**config.mk**
```make
export PLATFORM = sky130hd
export DESIGN_NAME = map_port_arbiter
export DESIGN_NICKNAME = d
export VERILOG_FILES = /design/src/rtl/map_arb_pkg.sv /design/src/rtl/map_arb_rr2.sv /design/src/rtl/map_port_arbiter.sv
export SDC_FILE = /design/constraint.sdc
export NUM_CORES = 1
export LEC_CHECK = 0
export ABC_AREA = 1
export ABC_CLOCK_PERIOD_IN_PS = 2200
export CORE_MARGIN = 10
export CORE_UTILIZATION = 40
export CTS_CLUSTER_DIAMETER = 40
export CTS_CLUSTER_SIZE = 30
export DETAILED_ROUTE_END_ITERATION = 16
export GPL_TIMING_DRIVEN = 0
export MAX_ROUTING_LAYER = met4
export PLACE_DENSITY = 0.88
export SYNTH_ARGS = -nofsm -noshare
export SYNTH_HDL_FRONTEND = slang
export SYNTH_SLANG_ARGS = --single-unit
```
**constraint.sdc**
```tcl
create_clock -name clk -period 2.2 [get_ports clk]
set_input_delay 0.44 -clock clk [delete_from_list [all_inputs] [get_ports clk]]
set_output_delay 0.44 -clock clk [all_outputs]
set_load 0.005 [all_outputs]
```
**src/rtl/map_arb_pkg.sv**
```systemverilog
`default_nettype none
// ============================================================================
//  Module   : map_arb_pkg
//  Purpose  : Shared constants for the tile-map BRAM port arbiter: read-return
//             tag encoding, requester indices and the default BRAM latency.
//  Revision : 1.0  initial release
// ============================================================================
package map_arb_pkg;

   // Tag carried alongside each BRAM access so returned data can be routed.
   localparam logic [1:0] TAG_NONE = 2'd0;
   localparam logic [1:0] TAG_R    = 2'd1;
   localparam logic [1:0] TAG_P    = 2'd2;

   // Bit positions in the three-way grant vector.
   localparam int REQ_R = 0;
   localparam int REQ_P = 1;
   localparam int REQ_W = 2;

   // Bit positions inside the player/write round-robin slot.
   localparam int SLOT_P = 0;
   localparam int SLOT_W = 1;

   localparam int MEM_LAT_DEFAULT = 1;

endpackage
`default_nettype wire

```
**src/rtl/map_arb_rr2.sv**
```systemverilog
`default_nettype none
// ============================================================================
//  Module   : map_arb_rr2
//  Purpose  : Two-way round-robin picker for the player/write slot.
//  Ports    : clk, rst      - clock, synchronous active-high reset
//             req[1:0]      - requests, index SLOT_P / SLOT_W
//             accept        - slot actually won arbitration this cycle
//             gnt[1:0]      - one-hot pick (valid only when accept is high)
//  Revision : 1.0  initial release
// ============================================================================
module map_arb_rr2
   import map_arb_pkg::*;
(
   input  logic       clk,
   input  logic       rst,
   input  logic [1:0] req,
   input  logic       accept,
   output logic [1:0] gnt
);

   // 1 = write was the last one granted, 0 = player was.
   logic last_w_q, last_w_d;

   always_comb begin
      gnt      = 2'b00;
      last_w_d = last_w_q;
      if (req[SLOT_P] && req[SLOT_W]) begin
         if (last_w_q) gnt[SLOT_P] = 1'b1;
         else          gnt[SLOT_W] = 1'b1;
      end else begin
         gnt = req;
      end
      // Pointer only moves when the slot really transferred.
      if (accept && (|req)) last_w_d = gnt[SLOT_W];
   end

   always_ff @(posedge clk) begin
      if (rst) last_w_q <= 1'b1;   // player wins the first tie after reset
      else     last_w_q <= last_w_d;
   end

endmodule
`default_nettype wire

```
**src/rtl/map_port_arbiter.sv**
```systemverilog
`default_nettype none
// ============================================================================
//  Module   : map_port_arbiter
//  Purpose  : Shares one tile-map BRAM port between the renderer (r), the
//             player block (p, reads) and game logic (w, writes). Renderer has
//             fixed priority, limited by a starvation guard; p/w share a
//             round-robin slot. Read data is routed back via a tag pipeline.
//  Ports    : r_req/r_addr/r_gnt/r_rvalid  - renderer read port
//             p_req/p_addr/p_gnt/p_rvalid  - player read port
//             w_req/w_addr/w_data/w_gnt    - game-logic write port
//             rdata                        - shared read data (pass-through)
//             mem_addr/mem_we/mem_din      - registered BRAM command
//             mem_dout                     - BRAM read data
//             starve_cnt                   - saturating guard-activation count
//  Revision : 1.0  initial release
// ============================================================================
module map_port_arbiter
   import map_arb_pkg::*;
#(
   parameter int ADDR_W     = 19,
   parameter int DATA_W     = 16,
   parameter int MEM_LAT    = MEM_LAT_DEFAULT,
   parameter int STARVE_MAX = 8
) (
   input  logic              clk,
   input  logic              rst,
   input  logic              r_req,
   input  logic [ADDR_W-1:0] r_addr,
   output logic              r_gnt,
   output logic              r_rvalid,
   input  logic              p_req,
   input  logic [ADDR_W-1:0] p_addr,
   output logic              p_gnt,
   output logic              p_rvalid,
   input  logic              w_req,
   input  logic [ADDR_W-1:0] w_addr,
   input  logic [DATA_W-1:0] w_data,
   output logic              w_gnt,
   output logic [DATA_W-1:0] rdata,
   output logic [ADDR_W-1:0] mem_addr,
   output logic              mem_we,
   output logic [DATA_W-1:0] mem_din,
   input  logic [DATA_W-1:0] mem_dout,
   output logic [15:0]       starve_cnt
);

   localparam int                 GUARD_W = $clog2(STARVE_MAX + 1);
   localparam logic [GUARD_W-1:0] GUARD_TOP = GUARD_W'(STARVE_MAX);

   logic [GUARD_W-1:0]          guard_q, guard_d;
   logic [15:0]                 starve_q, starve_d;
   logic [ADDR_W-1:0]           mem_addr_q, mem_addr_d;
   logic [DATA_W-1:0]           mem_din_q, mem_din_d;
   logic                        mem_we_q, mem_we_d;
   logic [1:0]                  tag_issue_q, tag_issue_d;
   logic [MEM_LAT-1:0][1:0]     tag_pipe_q, tag_pipe_d;

   logic       pw_req;
   logic       guard_fire;
   logic       r_win;
   logic       slot_en;
   logic [1:0] rr_req;
   logic [1:0] rr_gnt;
   logic [2:0] gnt_vec;

   // ---------------------------------------------------------------- grant
   assign rr_req[SLOT_P] = p_req;
   assign rr_req[SLOT_W] = w_req;

   map_arb_rr2 u_rr2 (
      .clk    (clk),
      .rst    (rst),
      .req    (rr_req),
      .accept (slot_en),
      .gnt    (rr_gnt)
   );

   always_comb begin
      pw_req     = p_req | w_req;
      // Guard blocks the renderer once it has won STARVE_MAX times in a row
      // while the p/w slot was waiting.
      guard_fire = !rst && pw_req && (guard_q == GUARD_TOP);
      r_win      = !rst && r_req && !guard_fire;
      slot_en    = !rst && !r_win;
      gnt_vec         = 3'b000;
      gnt_vec[REQ_R]  = r_win;
      gnt_vec[REQ_P]  = slot_en & rr_gnt[SLOT_P];
      gnt_vec[REQ_W]  = slot_en & rr_gnt[SLOT_W];
   end

   assign r_gnt = gnt_vec[REQ_R];
   assign p_gnt = gnt_vec[REQ_P];
   assign w_gnt = gnt_vec[REQ_W];

   // ----------------------------------------------------- guard / counters
   always_comb begin
      guard_d = guard_q;
      if (gnt_vec[REQ_R] && pw_req)                       guard_d = guard_q + 1'b1;
      else if (gnt_vec[REQ_P] || gnt_vec[REQ_W] || !pw_req) guard_d = '0;

      starve_d = starve_q;
      if (guard_fire && (starve_q != 16'hFFFF)) starve_d = starve_q + 16'd1;
   end

   // ---------------------------------------------------------- memory issue
   always_comb begin
      mem_addr_d  = mem_addr_q;
      mem_din_d   = mem_din_q;
      mem_we_d    = 1'b0;
      tag_issue_d = TAG_NONE;
      if (gnt_vec[REQ_R]) begin
         mem_addr_d  = r_addr;
         tag_issue_d = TAG_R;
      end else if (gnt_vec[REQ_P]) begin
         mem_addr_d  = p_addr;
         tag_issue_d = TAG_P;
      end else if (gnt_vec[REQ_W]) begin
         mem_addr_d  = w_addr;
         mem_din_d   = w_data;
         mem_we_d    = 1'b1;
      end
   end

   // Tag issued with the BRAM command, then delayed MEM_LAT cycles so it lines
   // up with mem_dout.
   always_comb begin
      tag_pipe_d    = tag_pipe_q;
      tag_pipe_d[0] = tag_issue_q;
      for (int i = 1; i < MEM_LAT; i++) begin
         tag_pipe_d[i] = tag_pipe_q[i-1];
      end
   end

   always_ff @(posedge clk) begin
      if (rst) begin
         guard_q     <= '0;
         starve_q    <= '0;
         mem_addr_q  <= '0;
         mem_din_q   <= '0;
         mem_we_q    <= 1'b0;
         tag_issue_q <= TAG_NONE;
         tag_pipe_q  <= '0;
      end else begin
         guard_q     <= guard_d;
         starve_q    <= starve_d;
         mem_addr_q  <= mem_addr_d;
         mem_din_q   <= mem_din_d;
         mem_we_q    <= mem_we_d;
         tag_issue_q <= tag_issue_d;
         tag_pipe_q  <= tag_pipe_d;
      end
   end

   // --------------------------------------------------------------- outputs
   assign mem_addr   = mem_addr_q;
   assign mem_din    = mem_din_q;
   assign mem_we     = mem_we_q;
   assign starve_cnt = starve_q;
   assign rdata      = mem_dout;
   // Gated by rst so a read returning during the reset cycle is dropped too.
   assign r_rvalid   = !rst && (tag_pipe_q[MEM_LAT-1] == TAG_R);
   assign p_rvalid   = !rst && (tag_pipe_q[MEM_LAT-1] == TAG_P);

endmodule
`default_nettype wire

```
==> results of run 1 <==
-- cell usage after synthesis, types with 3 or more instances --
master,n,area (um^2)
a21oi_1,35,175
buf_2,10,50.1
buf_4,18,135
clkbuf_1,11,41.3
dfxtp_1,61,1220
ha_1,3,37.5
inv_1,82,308
inv_2,4,15.0
nand2_1,139,522
nand2_2,3,18.8
nand3_1,43,215
nand4_1,22,138
nor2_1,26,97.6
nor2_2,3,18.8
o21ai_0,22,110
xnor2_1,7,61.3
xor2_1,6,52.6
-- power by group through the flow --
stage,registers (uW),logic [uW],clock network [uW]
finish,1200,604,998
CTS,1200,600,1020
detailed placement,1220,580,0
global placement,1210,569,0
floorplan,1220,229,0
global route,1200,664,1070
-- logic make-up after synthesis --
family / share of synthesized area [%]
adder cells (fa/ha/maj): 1.15
XOR/XNOR: 3.49
buffers and inverters: 17.7
AO/OA/AOI/OAI: 8.91
AND/OR/NAND/NOR: 31.3
flip-flops: 37.5
-- final cells by class --
class                      instances  area, um^2  area share (%)
buffer                            40         251            4.81
clock buffer                      10         138            2.63
clock inverter                     6        62.6            1.20
inverter                          86         338            6.47
multi-input combinational        312        1500            28.8
sequential                        61        1230            23.5
tap                              102         128            2.44
timing repair buffer             162        1580            30.2
-- registers in the layout (all words and copies together), names as in the netlist --
register	count
mem_din	16
mem_addr	19
u_rr2.last_w_q	1
starve_cnt	16
mem_we	1
guard_q	4
tag_issue_q	2
tag_pipe_q	2
-- what timing repair did --
| action | in CTS | in global routing |
|---|---|---|
| gates resized for setup | 29 | 7 |
| setup endpoints to repair | 5 | 3 |
| pin swaps | 5 | 3 |
| setup buffers | 6 | 6 |
-- metal layers --
layer / track usage, % / wire length (um)
met5: - / 0
met2: 30.6 / 5510
met1: 20.9 / 4780
met4: 5.69 / 175
met3: 5.11 / 972
-- worst max-delay path, stage by stage (launching register included) --
cell and delay [ps]:
dfxtp_4 350, inv_2 50, ha_2 160, inv_1 40, nor2_1 90, nand2_1 100
nand2_4 90, inv_4 50, buf_6 120, dlygate4sd2_1 260
-- how the worst max path moves through the flow --
stage          cells past startpoint     to  slack, ps               startpoint
4_1_cts                           11  w_gnt         30  guard_q[0]$_SDFFE_PP0P_
3_3_place_gp                      11  w_gnt       -790                    w_req
2_1_floorplan                     11  w_gnt        450  guard_q[0]$_SDFFE_PP0P_
5_1_grt                            9  r_gnt        0.4  guard_q[0]$_SDFFE_PP0P_
6_report                           9  r_gnt        120  guard_q[0]$_SDFFE_PP0P_
3_5_place_dp                      11  w_gnt       -800                    p_req
-- through the flow --
stage	setup slack (ps)	instances	area [um^2]	power [uW]
global route	0.369	779	5220	2930
detailed placement	-804	753	4890	1800
global placement	-788	753	4890	1780
CTS	28.9	773	5170	2810
finish	119	779	5220	2800
floorplan	455	501	3260	1450
==> metrics.md, run 1 <==
| Metric | Value |
|---|---|
| Depth of the most critical reg-to-reg path | `12` |
| CTS clk-pin slew, worst paths | `roughly 70 ps` |
| ANT cells | `0` |
| Most common cell after layout, fill and taps aside | `clkdlybuf4s50_1` |
| Setup Skew | `about 12 ps` |
| Period minus WS final | `2080 ps` |
| Pwr dens | `roughly 540 nW/um^2` |
| Core Rows | `32` |
| Syn Nets | `between 500 and 600` |
| CTS Buf Count | `9` |
| IO Pins | `167` |
| Area delta synth->final | `60.3%` |
| TritonCTS clock tree | `yes` |
| Post-DRT Antenna Nets | `0` |
| Worst EP required | `approximately 1800 ps` |
| Run status | `completed` |
| Period Utilization, post-route | `94.6%` |
| Root buffer cell | `clkbuf_8` |
| Flop pwr share | `a little over two fifths` |
| Ratio of cells with drive above 1 in the final layout | `11.4%` |
| Die area | `between 10000 and 15000 um^2` |
| Number of DRC violations after detailed-routing iteration 0 | `131` |
| Fill count | `approximately 700` |
| Hold slack | `between 400 and 500 ps` |
| Worst setup path category | `flip-flop to primary output` |
| Layout Nets | `769` |
| GRT Overall Usage | `18.3%` |
| P_sw | `roughly 740 uW` |
| Die Ht | `between 100 and 150 um` |
| Ys async rst share | `0%` |
| Initial antenna violation count | `0` |
| Worst IR Drop VDD | `about 0.25 mV` |
| Routability cong. | `roughly 0.86` |
| Yosys reg bits | `61` |
| CTS Sinks | `61` |
| Hold Startpoint | `tag_issue_q[1]$_SDFF_PP0_` |
| FF-to-FF setup slack | `just under 300 ps` |
| Initial Utilization | `a little over two fifths` |
| CP endpoint kind | `primary output` |
| Via count | `about 3700` |
| Fmax achieved | `0.481 GHz` |
| Pleak | `roughly 0.0025 uW` |
| Critical R2R Launch | `guard_q[0]$_SDFFE_PP0P_` |
| Largest net degree at the start of global routing | `18` |
| WL per Instance | `between 10 and 15 um` |
| Sequential-to-total area share from yosys stat | `between 30% and 40%` |
| Syn_area_per_cell | `about 6.5 um^2` |
| Synthesized cell area | `between 3000 and 4000 um^2` |
| Worst-Margin Slew | `around 470 ps` |
| Post-Synthesis Cells | `roughly 500` |
| Setup repair after global routing missed its margin | `false` |
| Hold-fix buffers at CTS | `0` |
| Synth warnings | `0` |
| Worst R2R End | `mem_addr[16]$_SDFFE_PP0P_` |
| Global-route wire length before repair | `roughly 17000 um` |
| Commonest cells after routing, fill and taps aside | `clkdlybuf4s50_1 (142), nand2_1 (139), inv_1 (81)` |
| Fin. Hold Viols | `0` |
| Crit Path Max Fanout | `4` |
| Crit path launch type | `flip-flop` |
| Bufs on Longest Clock Path | `2` |
| Netlist cell types | `21` |
| Fin util | `between 60% and 70%` |
| Die W | `110 um` |
| Vias in the first global route | `about 3700` |
| Sw frac | `a little over a quarter` |
| Slew headroom | `68.5%` |
| Hold path depth | `2` |
| 1st-pass router iterations | `8` |
| Total of max-cap violations | `0` |
| Final Setup Violations | `0` |
| Final WL | `approximately 11000 um` |
| GRT overflow | `0` |
| Worst-skew pair later-pin latency | `340 ps` |
| Combinational group share of total power | `between 20% and 30%` |
| Pint | `2060 uW` |
| Primary FF master, synth | `dfxtp_1` |
| Clk pwr share | `between 30% and 40%` |
| H-tree lvl count | `3` |
| HP Class | `flip-flop to flip-flop` |
| Number of enable flip-flop cells after synthesis | `0` |
| Post-DP HPWL | `8920 um` |
| Worst Path Arrival | `1640 ps` |
| Total Neg Setup Slack | `0 ps` |
| Final Max Tran Viols | `0` |
| Hold Path Sink | `tag_pipe_q[1]$_SDFF_PP0_` |
| IO Port Bufs | `150` |
| Drc violations | `0` |
| Drt via density | `4.77` |
| Core area | `roughly 7800 um^2` |
Note: power is estimated with default switching activity, not from simulation.
==> run 2: changes to the inputs <==
Settings changed: CORE_MARGIN 10 to 1, SLEW_MARGIN set to 20.
==> run 2 against run 1 <==
Effect of this change: maximum frequency is 2.5% lower; clock skew is 4.3 ps lower; power is 1.5% lower; non-clock buffer count is 4 higher; register-to-register slack worse by 90 ps; first-iteration DRC count stayed put; clock power is 3.9% lower; critical path type is now primary input to primary output; critical endpoint is now w_gnt; highest routed layer unchanged.
==> metrics.md, run 2 (synthesis results as in run 1) <==
| Metric | Value |
|---|---|
| Period minus WS final | `2130 ps (+52.5 ps)` |
| Layout Nets | `773 (+0.52%)` |
| HP Class | `flip-flop to flip-flop` |
| Final Max Tran Viols | `0 (unchanged)` |
| Post-DRT Antenna Nets | `0 (unchanged)` |
| CTS Buf Count | `9 (unchanged)` |
| Setup Skew | `7.91 ps (-4.30 ps)` |
| Core Rows | `32 (unchanged)` |
| ANT cells | `0 (unchanged)` |
| Max FFs per register | `19 (unchanged)` |
| Drc violations | `0 (unchanged)` |
| Fmax achieved | `0.469 GHz (-2.5%)` |
| Fill count | `680 (-3.1%)` |
| Die area | `8510 um^2 (-30%)` |
| Ratio of cells with drive above 1 in the final layout | `11.6% (+0.23 points)` |
| Hold-fix buffers at CTS | `0 (unchanged)` |
| Finished Cell Area | `5240 um^2 (+0.34%)` |
| CP endpoint kind | `primary output` |
| Fin. Hold Viols | `0 (unchanged)` |
| TritonCTS clock tree | `yes` |
| Largest net degree at the start of global routing | `12 (-6)` |
| Worst Path Arrival | `1690 ps (+50 ps)` |
| Most common cell after layout, fill and taps aside | `clkdlybuf4s50_1` |
| Crit Path Max Fanout | `9 (+5)` |
| Routability cong. | `0.889 (+2.8%)` |
| Placed Instance Area | `4890 um^2 (unchanged)` |
| Root buffer cell | `clkbuf_8` |
| Initial Utilization | `41.7% (unchanged)` |
| Final Setup Violations | `0 (unchanged)` |
| CTS Sinks | `61 (unchanged)` |
| Setup repair after global routing missed its margin | `true` |
| Worst EP required | `1760 ps (about the same)` |
| Worst-skew pair later-pin latency | `330 ps (about the same)` |
| Global-route wire length before repair | `15800 um (-8.9%)` |
| FF-to-FF setup slack | `200 ps (-90 ps)` |
| IO Pins | `167 (unchanged)` |
| Pwr dens | `526 nW/um^2 (-1.8%)` |
| Die W | `92.3 um (-16%)` |
| Commonest cells after routing, fill and taps aside | `clkdlybuf4s50_1 (144), nand2_1 (139), inv_1 (82)` |
| Number of DRC violations after detailed-routing iteration 0 | `131 (unchanged)` |
| Worst setup path category | `primary input to primary output` |
| Worst-Margin Slew | `485 ps (+11.5 ps)` |
| GRT Overall Usage | `24.0% (+5.6 points)` |
| Post-DP HPWL | `7110 um (-20%)` |
| H-tree lvl count | `3 (unchanged)` |
| Period Utilization, post-route | `97.0% (+2.4 points)` |
| Pwr Total | `2760 uW (-1.5%)` |
| Run status | `completed` |
| Crit path launch type | `primary input` |
| Core area | `7810 um^2 (unchanged)` |
| GRT overflow | `0 (unchanged)` |
| Vias in the first global route | `3667 (-1.6%)` |
| Worst IR Drop VDD | `0.264 mV (+3.8%)` |
| Pleak | `0.00246 uW (+0.40%)` |
| Via count | `3748 (+0.78%)` |
| 1st-pass router iterations | `5 (-3)` |
| Slew headroom | `67.7% (-0.77 points)` |
| Area delta synth->final | `60.9%` |
| Total of max-cap violations | `0 (unchanged)` |
| Final WL | `9700 um (-15%)` |
| WL per Instance | `12.4 um (-16%)` |
| Die Ht | `92.3 um (-16%)` |
| Bufs on Longest Clock Path | `2 (unchanged)` |
| Drt via density | `4.79 (+0.26%)` |
| Initial antenna violation count | `0 (unchanged)` |
| CTS clk-pin slew, worst paths | `70 ps (about the same)` |
| IO Port Bufs | `150 (unchanged)` |
run 2: cell types whose count changed in the layout (fill, tap and decap cells not counted), sizes merged:
cell           before  now
buf                43   46
dlymetal6s2s        1    0
dlygate4sd2         5    4
clkdlybuf4s15       0    1
clkinvlp            3    1
bufinv              1    0
clkdlybuf4s50     142  144
clkbuf             21   24
run 2: stage by stage:
stage	worst slack, ps	TNS (ps)	util [%]	std cells	hold slack, ps
after global placement	-754	-2200	62.6	753	394
after detailed placement	-788	-2440	62.6	753	400
after floorplan	455	0	-	501	388
after CTS	-105	-105	66.7	778	410
final	66.5	0	67.1	783	408
after global routing	-71.9	-81.2	67.1	783	426
run 2: power breakdown:
group	total [uW]	internal, uW	switching, uW
combinational	602	354	248
sequential	1200	1160	31.5
clock	959	529	430
total	2760	2050	710
run 2: worst paths after layout:
check / from / endpoint / cells after the start
hold reg to reg: tag_issue_q[0]$_SDFF_PP0_ / tag_pipe_q[0]$_SDFF_PP0_ / 2
hold / removal: tag_issue_q[0]$_SDFF_PP0_ / tag_pipe_q[0]$_SDFF_PP0_ / 2
setup reg to reg: guard_q[1]$_SDFFE_PP0P_ / mem_addr[12]$_SDFFE_PP0P_ / 13
setup / recovery: r_req / w_gnt / 9
run 2: cell type report:
class	instances	area [um^2]	share of cell area, %
well taps	102	128	2.43
repair buffers	166	1620	30.8
flip-flops and latches	61	1220	23.3
inverters	86	338	6.45
multi-input cells	312	1490	28.4
plain buffers	40	249	4.75
clock buffers	13	179	3.41
clock inverters	3	17.5	0.334
run 2: metal layers:
metal	part of all wire (%)	routed length (um)	track usage, %	vias up
li1	-	-	-	1884
met1	41	4010	26.8	1681
met2	50	4870	41.2	171
met3	7.2	695	5.22	12
met4	1.2	121	10.0	0
met5	0	0	-	-
run 2: what timing repair did:
action / 4_1_cts / 5_1_grt
setup endpoints to repair: 5 / 2
buffers inserted: 10 / 6
resized for setup: 24 / 4
pin swaps: 4 / 1
run 2: worst max-delay path, cell delays in order:
cell             delay, ps
clkdlybuf4s50_1        450
inv_1                   40
nor2_1                 120
nand2_2                110
inv_4                   90
nor2_4                  40
nand2_4                110
clkinv_8                70
clkdlybuf4s15_2        210
==> edit, RTL diff (flow settings as in run 1) <==
`ADDR_W`: 19 -> 17.
--- a/src/rtl/map_port_arbiter.sv
+++ b/src/rtl/map_port_arbiter.sv
@@ -19,3 +19,3 @@
 #(
-   parameter int ADDR_W     = 19,
+   parameter int ADDR_W     = 17,
    parameter int DATA_W     = 16,
Ports: changed (resized mem_addr, p_addr, r_addr and w_addr); port bits go from 167 to 159. The function was not compared with the original's and may differ.
==> edit against run 1 <==
- sequential cell count decreased by 2
- critical path type unchanged
- sequential power decreased by 3%
- wire length increased by 5.1%
- total power decreased by 0.15%
- cell area increased by 1.1%
- worst hold slack got worse by 0.076 ns
- first-iteration DRC count increased by 61%
- largest cell class unchanged
- worst setup slack got worse by 0.093 ns
- area after synthesis increased by 4.0%
==> edit: results <==
{
  "placed_cells": 773,
  "cts_resized": 20,
  "grt.met2_usage_pct": 32.4,
  "pre_cts_ws_ns": -0.789,
  "globalRouteMet3Util_pct": 5.22,
  "min_to": "starve_cnt[15]$_SDFFE_PP0P_",
  "synth.top_cells.by_count": "121 x nand2_1, 94 x inv_1, 59 x dfxtp_1",
  "setup_slack_ns": 0.0261,
  "min-delay-start": "rst",
  "power.internal_mw": 2.04,
  "peakVddDrop_mv": 0.326,
  "crit_arrival_ns": 1.73,
  "dp_hpwl_mm": 9.21,
  "drt-total-wl_mm": 12.0,
  "outcome": "completed",
  "whs_ns": 0.328,
  "num-nets-final": 782,
  "post_cts_buffers": 10,
  "powerSeq_mw": 1.16,
  "p_comb_share_pct": 23.3,
  "drt_iter0_markers": 211,
  "wl_per_cell_um": 15.0,
  "reg2reg_slack_ns": 0.17,
  "grt_max_degree": 17,
  "synth_nets": 618,
  "r2r_end": "mem_addr[14]$_SDFFE_PP0P_",
  "fill_cells": 692,
  "syn_avg_cell_area_um2": 6.43,
  "tightest_slew_ns": 0.528,
  "cp_max_fo": 3
}
-- edit: changes by cell type in the layout (fill, tap and decap cells not counted), sizes merged, moves of 10 or more --
cell   change
nand2     -19
a21oi     +12
nand3     +18
o21ai     -19
nor2      +17
inv       +14
buf       +10
-- edit: cells by family (layout without fill, tap and decap cells) --
kind of cell	count (synthesis)	count (layout)	synth area share, %
AND/OR/NAND/NOR	262	262	34.6
other	0	1	0
AO/OA/AOI/OAI	52	52	7.91
flip-flops	59	59	34.9
buffers and inverters	143	311	19.4
XOR/XNOR	8	8	2.07
adder cells (fa/ha/maj)	3	3	1.11
-- edit: cell type report --
type / instances / area, µm² / area share (%)
antenna: 1 / 2.50 / 0.0474
buffer: 41 / 283 / 5.36
clock buffer: 10 / 138 / 2.61
clock inverter: 5 / 53.8 / 1.02
inverter: 99 / 379 / 7.18
multi-input combinational: 325 / 1580 / 29.9
sequential: 59 / 1180 / 22.4
tap: 105 / 131 / 2.49
timing repair buffer: 156 / 1530 / 29.0
